$ cat src/rtl/dmem_arb_pkg.sv
// Shared definitions for the data-RAM arbiter: access types, FSM encoding,
// requester indices and the alignment check used when DMEM_ARB_MISALIGN_CHECK_EN is defined.
package dmem_arb_pkg;

    localparam logic [2:0] RW_B  = 3'b000;
    localparam logic [2:0] RW_H  = 3'b001;
    localparam logic [2:0] RW_W  = 3'b010;
    localparam logic [2:0] RW_BU = 3'b100;
    localparam logic [2:0] RW_HU = 3'b101;

    localparam logic REQ_CORE = 1'b0;
    localparam logic REQ_DMA  = 1'b1;

    typedef enum logic [1:0] {
        IDLE   = 2'd0,
        ACCESS = 2'd1,
        RESP   = 2'd2
    } arb_state_e;

    // Halfwords need addr[0] clear; words (type[1:0] = 10 or 11) need addr[1:0] clear.
    function automatic logic is_misaligned(input logic [2:0] rw_type, input logic [1:0] addr_lo);
        logic mis;
        case (rw_type[1:0])
            2'b01:        mis = addr_lo[0];
            2'b10, 2'b11: mis = (addr_lo != 2'b00);
            default:      mis = 1'b0;
        endcase
        return mis;
    endfunction

endpackage

$ cat src/rtl/dmem_arb_if.sv
// Per-requester valid/ready request and response bundle for the data-RAM arbiter.
interface dmem_arb_if;
    logic        req_valid;
    logic        req_ready;
    logic        req_we;
    logic [31:0] req_addr;
    logic [2:0]  req_type;
    logic [31:0] req_wdata;
    logic        rsp_valid;
    logic        rsp_ready;
    logic [31:0] rsp_rdata;
    logic        rsp_err;

    modport master (
        output req_valid, req_we, req_addr, req_type, req_wdata, rsp_ready,
        input  req_ready, rsp_valid, rsp_rdata, rsp_err
    );

    modport slave (
        input  req_valid, req_we, req_addr, req_type, req_wdata, rsp_ready,
        output req_ready, rsp_valid, rsp_rdata, rsp_err
    );
endinterface

$ cat src/rtl/dmem_arb_pick.sv
// Grant selection between core and DMA with a bounded core burst while DMA waits.
module dmem_arb_pick
    import dmem_arb_pkg::*;
#(
    parameter int unsigned CORE_BURST_MAX = 4
) (
    input  logic clk,
    input  logic rst_n,
    input  logic valid_core,
    input  logic valid_dma,
    input  logic accept,
    output logic gnt,
    output logic gnt_idx
);

    logic [3:0] burst_cnt_q, burst_cnt_d;

    always_comb begin
        gnt     = valid_core | valid_dma;
        gnt_idx = REQ_CORE;
        if (valid_dma && (!valid_core || burst_cnt_q == 4'(CORE_BURST_MAX))) begin
            gnt_idx = REQ_DMA;
        end

        // DMA is held stable until accepted, so clearing on any cycle without
        // a DMA request only ever affects cycles where it is not waiting.
        burst_cnt_d = burst_cnt_q;
        if (!valid_dma || (accept && gnt_idx == REQ_DMA)) begin
            burst_cnt_d = '0;
        end else if (accept) begin
            burst_cnt_d = burst_cnt_q + 4'd1;
        end
    end

    always_ff @(posedge clk or negedge rst_n) begin
        if (!rst_n) begin
            burst_cnt_q <= '0;
        end else begin
            burst_cnt_q <= burst_cnt_d;
        end
    end

endmodule

$ cat src/rtl/dmem_arbiter.sv
// Two-requester arbiter/sequencer for the single data-RAM port (core = 0, DMA = 1).
// Define DMEM_ARB_MISALIGN_CHECK_EN to block misaligned accesses and flag them in rsp_err.
module dmem_arbiter
    import dmem_arb_pkg::*;
#(
    parameter int unsigned CORE_BURST_MAX = 4
) (
    input  logic        clk,
    input  logic        rst_n,
    dmem_arb_if.slave   core,
    dmem_arb_if.slave   dma,
    output logic        ram_wr_en,
    output logic        ram_rd_en,
    output logic [31:0] ram_addr,
    output logic [2:0]  ram_rw_type,
    output logic [31:0] ram_wdata,
    input  logic [31:0] ram_rdata
);

    arb_state_e  state_q, state_d;
    logic        owner_q, owner_d;
    logic        we_q, we_d;
    logic [31:0] addr_q, addr_d;
    logic [2:0]  type_q, type_d;
    logic [31:0] wdata_q, wdata_d;
    logic [31:0] rdata_q, rdata_d;
    logic        err_q, err_d;

    logic gnt, gnt_idx, accept, misaligned;
    logic rsp_core, rsp_dma, owner_rsp_ready;

    dmem_arb_pick #(.CORE_BURST_MAX(CORE_BURST_MAX)) u_pick (
        .clk        (clk),
        .rst_n      (rst_n),
        .valid_core (core.req_valid),
        .valid_dma  (dma.req_valid),
        .accept     (accept),
        .gnt        (gnt),
        .gnt_idx    (gnt_idx)
    );

    assign accept = (state_q == IDLE) && gnt;

`ifdef DMEM_ARB_MISALIGN_CHECK_EN
    assign misaligned = is_misaligned(type_q, addr_q[1:0]);
`else
    assign misaligned = 1'b0;
`endif

    always_comb begin
        state_d = state_q;
        owner_d = owner_q;
        we_d    = we_q;
        addr_d  = addr_q;
        type_d  = type_q;
        wdata_d = wdata_q;
        rdata_d = rdata_q;
        err_d   = err_q;
        case (state_q)
            IDLE: begin
                if (accept) begin
                    owner_d = gnt_idx;
                    we_d    = gnt_idx ? dma.req_we    : core.req_we;
                    addr_d  = gnt_idx ? dma.req_addr  : core.req_addr;
                    type_d  = gnt_idx ? dma.req_type  : core.req_type;
                    wdata_d = gnt_idx ? dma.req_wdata : core.req_wdata;
                    state_d = ACCESS;
                end
            end
            ACCESS: begin
                rdata_d = (we_q || misaligned) ? '0 : ram_rdata;
                err_d   = misaligned;
                state_d = RESP;
            end
            RESP: begin
                if (owner_rsp_ready) begin
                    state_d = IDLE;
                end
            end
            default: state_d = IDLE;
        endcase
    end

    always_ff @(posedge clk or negedge rst_n) begin
        if (!rst_n) begin
            state_q <= IDLE;
            owner_q <= REQ_CORE;
            we_q    <= 1'b0;
            addr_q  <= '0;
            type_q  <= '0;
            wdata_q <= '0;
            rdata_q <= '0;
            err_q   <= 1'b0;
        end else begin
            state_q <= state_d;
            owner_q <= owner_d;
            we_q    <= we_d;
            addr_q  <= addr_d;
            type_q  <= type_d;
            wdata_q <= wdata_d;
            rdata_q <= rdata_d;
            err_q   <= err_d;
        end
    end

    // Address/type/data follow the latched request, so they hold between accesses.
    assign ram_wr_en   = (state_q == ACCESS) && we_q && !misaligned;
    assign ram_rd_en   = (state_q == ACCESS) && !we_q && !misaligned;
    assign ram_addr    = addr_q;
    assign ram_rw_type = type_q;
    assign ram_wdata   = wdata_q;

    assign core.req_ready = accept && (gnt_idx == REQ_CORE);
    assign dma.req_ready  = accept && (gnt_idx == REQ_DMA);

    assign rsp_core        = (state_q == RESP) && (owner_q == REQ_CORE);
    assign rsp_dma         = (state_q == RESP) && (owner_q == REQ_DMA);
    assign owner_rsp_ready = owner_q ? dma.rsp_ready : core.rsp_ready;

    assign core.rsp_valid = rsp_core;
    assign core.rsp_rdata = rsp_core ? rdata_q : '0;
    assign core.rsp_err   = rsp_core && err_q;
    assign dma.rsp_valid  = rsp_dma;
    assign dma.rsp_rdata  = rsp_dma ? rdata_q : '0;
    assign dma.rsp_err    = rsp_dma && err_q;

endmodule

$ cat src/flat_wrapper.sv
// flat-port wrapper written by rule: the top's interface ports become plain ports
module dmem_arbiter_flat import dmem_arb_pkg::*;
#(
    parameter int unsigned CORE_BURST_MAX = 4
)
  (clk, rst_n, ram_wr_en, ram_rd_en, ram_addr, ram_rw_type, ram_wdata, ram_rdata, core_req_valid, core_req_we, core_req_addr, core_req_type, core_req_wdata, core_rsp_ready, core_req_ready, core_rsp_valid, core_rsp_rdata, core_rsp_err, dma_req_valid, dma_req_we, dma_req_addr, dma_req_type, dma_req_wdata, dma_rsp_ready, dma_req_ready, dma_rsp_valid, dma_rsp_rdata, dma_rsp_err);
  dmem_arb_if core_i ();
  dmem_arb_if dma_i ();
  input  logic clk;
  input  logic rst_n;
  output logic ram_wr_en;
  output logic ram_rd_en;
  output logic [31:0] ram_addr;
  output logic [2:0] ram_rw_type;
  output logic [31:0] ram_wdata;
  input  logic [31:0] ram_rdata;
  input wire logic [$bits(core_i.req_valid)-1:0] core_req_valid;
  input wire logic [$bits(core_i.req_we)-1:0] core_req_we;
  input wire logic [$bits(core_i.req_addr)-1:0] core_req_addr;
  input wire logic [$bits(core_i.req_type)-1:0] core_req_type;
  input wire logic [$bits(core_i.req_wdata)-1:0] core_req_wdata;
  input wire logic [$bits(core_i.rsp_ready)-1:0] core_rsp_ready;
  output wire logic [$bits(core_i.req_ready)-1:0] core_req_ready;
  output wire logic [$bits(core_i.rsp_valid)-1:0] core_rsp_valid;
  output wire logic [$bits(core_i.rsp_rdata)-1:0] core_rsp_rdata;
  output wire logic [$bits(core_i.rsp_err)-1:0] core_rsp_err;
  input wire logic [$bits(dma_i.req_valid)-1:0] dma_req_valid;
  input wire logic [$bits(dma_i.req_we)-1:0] dma_req_we;
  input wire logic [$bits(dma_i.req_addr)-1:0] dma_req_addr;
  input wire logic [$bits(dma_i.req_type)-1:0] dma_req_type;
  input wire logic [$bits(dma_i.req_wdata)-1:0] dma_req_wdata;
  input wire logic [$bits(dma_i.rsp_ready)-1:0] dma_rsp_ready;
  output wire logic [$bits(dma_i.req_ready)-1:0] dma_req_ready;
  output wire logic [$bits(dma_i.rsp_valid)-1:0] dma_rsp_valid;
  output wire logic [$bits(dma_i.rsp_rdata)-1:0] dma_rsp_rdata;
  output wire logic [$bits(dma_i.rsp_err)-1:0] dma_rsp_err;
  assign core_i.req_valid = core_req_valid;
  assign core_i.req_we = core_req_we;
  assign core_i.req_addr = core_req_addr;
  assign core_i.req_type = core_req_type;
  assign core_i.req_wdata = core_req_wdata;
  assign core_i.rsp_ready = core_rsp_ready;
  assign core_req_ready = core_i.req_ready;
  assign core_rsp_valid = core_i.rsp_valid;
  assign core_rsp_rdata = core_i.rsp_rdata;
  assign core_rsp_err = core_i.rsp_err;
  assign dma_i.req_valid = dma_req_valid;
  assign dma_i.req_we = dma_req_we;
  assign dma_i.req_addr = dma_req_addr;
  assign dma_i.req_type = dma_req_type;
  assign dma_i.req_wdata = dma_req_wdata;
  assign dma_i.rsp_ready = dma_rsp_ready;
  assign dma_req_ready = dma_i.req_ready;
  assign dma_rsp_valid = dma_i.rsp_valid;
  assign dma_rsp_rdata = dma_i.rsp_rdata;
  assign dma_rsp_err = dma_i.rsp_err;
  dmem_arbiter #(.CORE_BURST_MAX(CORE_BURST_MAX)) u_core (.clk(clk), .rst_n(rst_n), .core(core_i), .dma(dma_i), .ram_wr_en(ram_wr_en), .ram_rd_en(ram_rd_en), .ram_addr(ram_addr), .ram_rw_type(ram_rw_type), .ram_wdata(ram_wdata), .ram_rdata(ram_rdata));
endmodule
$ cat config.mk
export PLATFORM = sky130hd
export DESIGN_NAME = dmem_arbiter_flat
export DESIGN_NICKNAME = d
export VERILOG_FILES = /design/src/rtl/dmem_arb_pkg.sv /design/src/rtl/dmem_arb_if.sv /design/src/rtl/dmem_arb_pick.sv /design/src/rtl/dmem_arbiter.sv /design/src/flat_wrapper.sv
export SDC_FILE = /design/constraint.sdc
export NUM_CORES = 1
export LEC_CHECK = 0
export CAP_MARGIN = 20
export CORE_AREA = 2 2 123 125
export CTS_BUF_LIST = sky130_fd_sc_hd__clkbuf_4 sky130_fd_sc_hd__clkbuf_8
export DETAILED_ROUTE_END_ITERATION = 8
export DIE_AREA = 0 0 125 127
export PLACE_DENSITY = 0.77
export RECOVER_POWER = 100
export SLEW_MARGIN = 20
export SYNTH_ARGS = -nofsm -noshare
export SYNTH_HDL_FRONTEND = slang
export SYNTH_SLANG_ARGS = --single-unit
$ cat constraint.sdc
create_clock -name clk -period 2.1 [get_ports clk]
set_input_delay 0.315 -clock clk [delete_from_list [all_inputs] [get_ports clk]]
set_output_delay 0.315 -clock clk [all_outputs]
set_load 0.1 [all_outputs]
==> impl_metrics.toml <==
[global_routing]
grt_max_degree = 70
first_global_vias = 5090
grtUsageTotal = 0.220
grt_pass1_wl_um = 27500
overflow = 0
antenna_found_initial = 0

[cts]
cts-buffers-inserted = 9
clockBufferDepth = 2
clock_latency_ns = 0.36
clockRootBuffer = "clkbuf_8"
cts_htree_levels = 3
cts_tree = "done"
clk_pin_slew_ns = 0.09
cts_sinks = 107

[route]
drt_pass1_iterations = 4
vias = 5094
vias_per_cell = 5.16
ant_nets = 0
wl_per_cell_um = 18.8
drtIter0Drc = 374
wirelength_um = 18600
drc_errors = 0

[place]
dp_hpwl_um = 13300
place_inst = 954
gp_congestion = 0.842
io_buffers = 310

[yosys]
synthTopCellsByArea = "dfrtp_1, and2_1, a221o_1"
syn_area_per_cell_um2 = 10.5
async_flop_share = 1.00
ys_ff_latch = 107
synth_top_area_cell = "dfrtp_1"
ys_warn_count = 0
ys_types = 34
synth-seq-area-share = 0.526
synth_edf_count = 0
synth.cell_area_mm2 = 0.00509
synth_cells = 486
synth_top_area_share = 0.526
synthFlopType = "dfrtp_1"

[critical_path]
ff2ff_path_depth = 5
r2r-start = "u_core.state_q[1]"
critPathKind = "reg2out"
end_kind = "output pin"
rr_endpoint = "u_core.ram_wdata[11]"
reg2reg_slack_ns = 0.14
crit_slowest_cell = "dfrtp_2"
cpPeakStageDelay_ns = 0.45
worstPathArrival_ns = 1.75
crit_fanout = 8
cp-start-kind = "flop"
crit_chain = "nand2b_4 > nor2_4 > buf_12 > buf_6 > and2_4 > buf_12"
worstPathRequired_ns = 1.78
cpMostUsedCell = "buf_12"

[die]
num_rows = 44
ios = 313
core_area_mm2 = 0.0144
floorplan.initialDensity = 0.353
die_w_um = 125
dieArea_mm2 = 0.0159
die_h_um = 127

[sta]
setup_viol = 0
timing.fmax_mhz = 485
fin_skew_ns = 0.00946
layout_min_cycle_time_ns = 2.06
hold_violations = 0
worst_pin_slew_ns = 1.03
timing.final.crit_share = 0.981
slew_violations = 0
relSlewSlack = 0.314

[finish]
fin_cells = 987
most-common-layout-cells = "clkdlybuf4s50_1, dfrtp_1, and2_1"
final_common_cell = "clkdlybuf4s50_1"
area_delta_synth_final_pct = 81.9
antenna_cells = 0
nets = 974
post_route_cells_drive_above_1_share = 0.290

[hold_path]
hold_class = "in2async"

[run]
maxCapViolations = 0

[status]
outcome = "complete, no violations"
==> sequential cells by signal (all words and copies together) (netlist names) <==
name,count
u_core.owner_q,1
u_core.ram_rw_type,3
u_core.u_pick.burst_cnt_q,4
u_core.rdata_q,32
u_core.state_q,2
u_core.ram_addr,32
u_core.we_q,1
u_core.ram_wdata,32
==> area by class of cell <==
type                       count  area [um^2]
sequential                   107         2680
clock inverter                 3         46.3
fill                        1111         5170
inverter                       6         22.5
tap                          184          230
clock buffer                  13          166
multi-input combinational    333         2280
timing repair buffer         341         3830
==> worst max-delay path, delay by kind of cell, from the launching register on <==
family / cells / cell delay, ns
DFF: 1 / 0.45
and+or+nand+nor: 3 / 0.48
buffers and inverters: 3 / 0.45
==> repair_timing <==
action,in CTS,in global routing
endpoints found under the hold margin,22,0
endpoints found under the setup margin,62,98
pin swaps,2,2
setup buffers,6,3
hold buffers,1,0
resized for setup,9,27
cloned,2,5
==> worst max path at each step <==
stage                           start                 to  slack [ns]  depth (start not counted)
floorplan           u_core.state_q[1]          ram_rd_en       -0.41                          4
global placement       core_req_valid     core_req_ready        0.08                          5
detailed placement     core_req_valid     core_req_ready        0.04                          5
CTS                 u_core.state_q[0]  dma_rsp_rdata[14]      -0.002                          5
global route        u_core.state_q[0]  dma_rsp_rdata[19]       -0.02                          6
finish              u_core.state_q[0]  dma_rsp_rdata[19]        0.04                          6
==> synthesized netlist by cell type (2+ instances only) <==
| library cell | number |
|---|---|
| clkbuf_1 | 23 |
| buf_2 | 5 |
| nand2_1 | 67 |
| buf_4 | 3 |
| dfrtp_1 | 107 |
| nor2_1 | 5 |
| buf_6 | 9 |
| nand3_1 | 3 |
| ha_1 | 2 |
| o21ai_0 | 34 |
| inv_1 | 5 |
| and2_1 | 131 |
| a21oi_1 | 3 |
| a221o_1 | 68 |
| nand2b_1 | 2 |
==> cell families after synthesis <==
family,after synthesis,share of synthesized area
AOI/OAI and AO/OA,109,0.176
adders and majority gates,2,0.00492
buffers and inverters,47,0.0516
DFF,107,0.526
muxes,1,0.00221
other,1,0.000737
and+or+nand+nor,219,0.238
==> per-stage QoR <==
stage                     area (um^2)  TNS [ns]  setup WS (ns)  hold slack [ns]   util
after detailed placement         8910         0         0.0381            0.232  0.618
after CTS                        9270  -0.00432       -0.00218            0.363  0.643
final                            9250         0         0.0396            0.378  0.642
after global routing             9250   -0.0961        -0.0162            0.397  0.642
after floorplan                  5120     -1.02         -0.410           0.0194      -
after global placement           8910         0         0.0823            0.228  0.618
==> metal layers <==
metal,vias to the layer above,share of wire,GRT usage
li1,2312,-,-
met1,2442,0.37,0.262
met2,302,0.53,0.396
met3,38,0.072,0.0385
met4,0,0.027,0.0856
met5,-,0,0
Power is not shown: default switching activity piles up to over one toggle a cycle in this logic, so the estimate is an artifact.
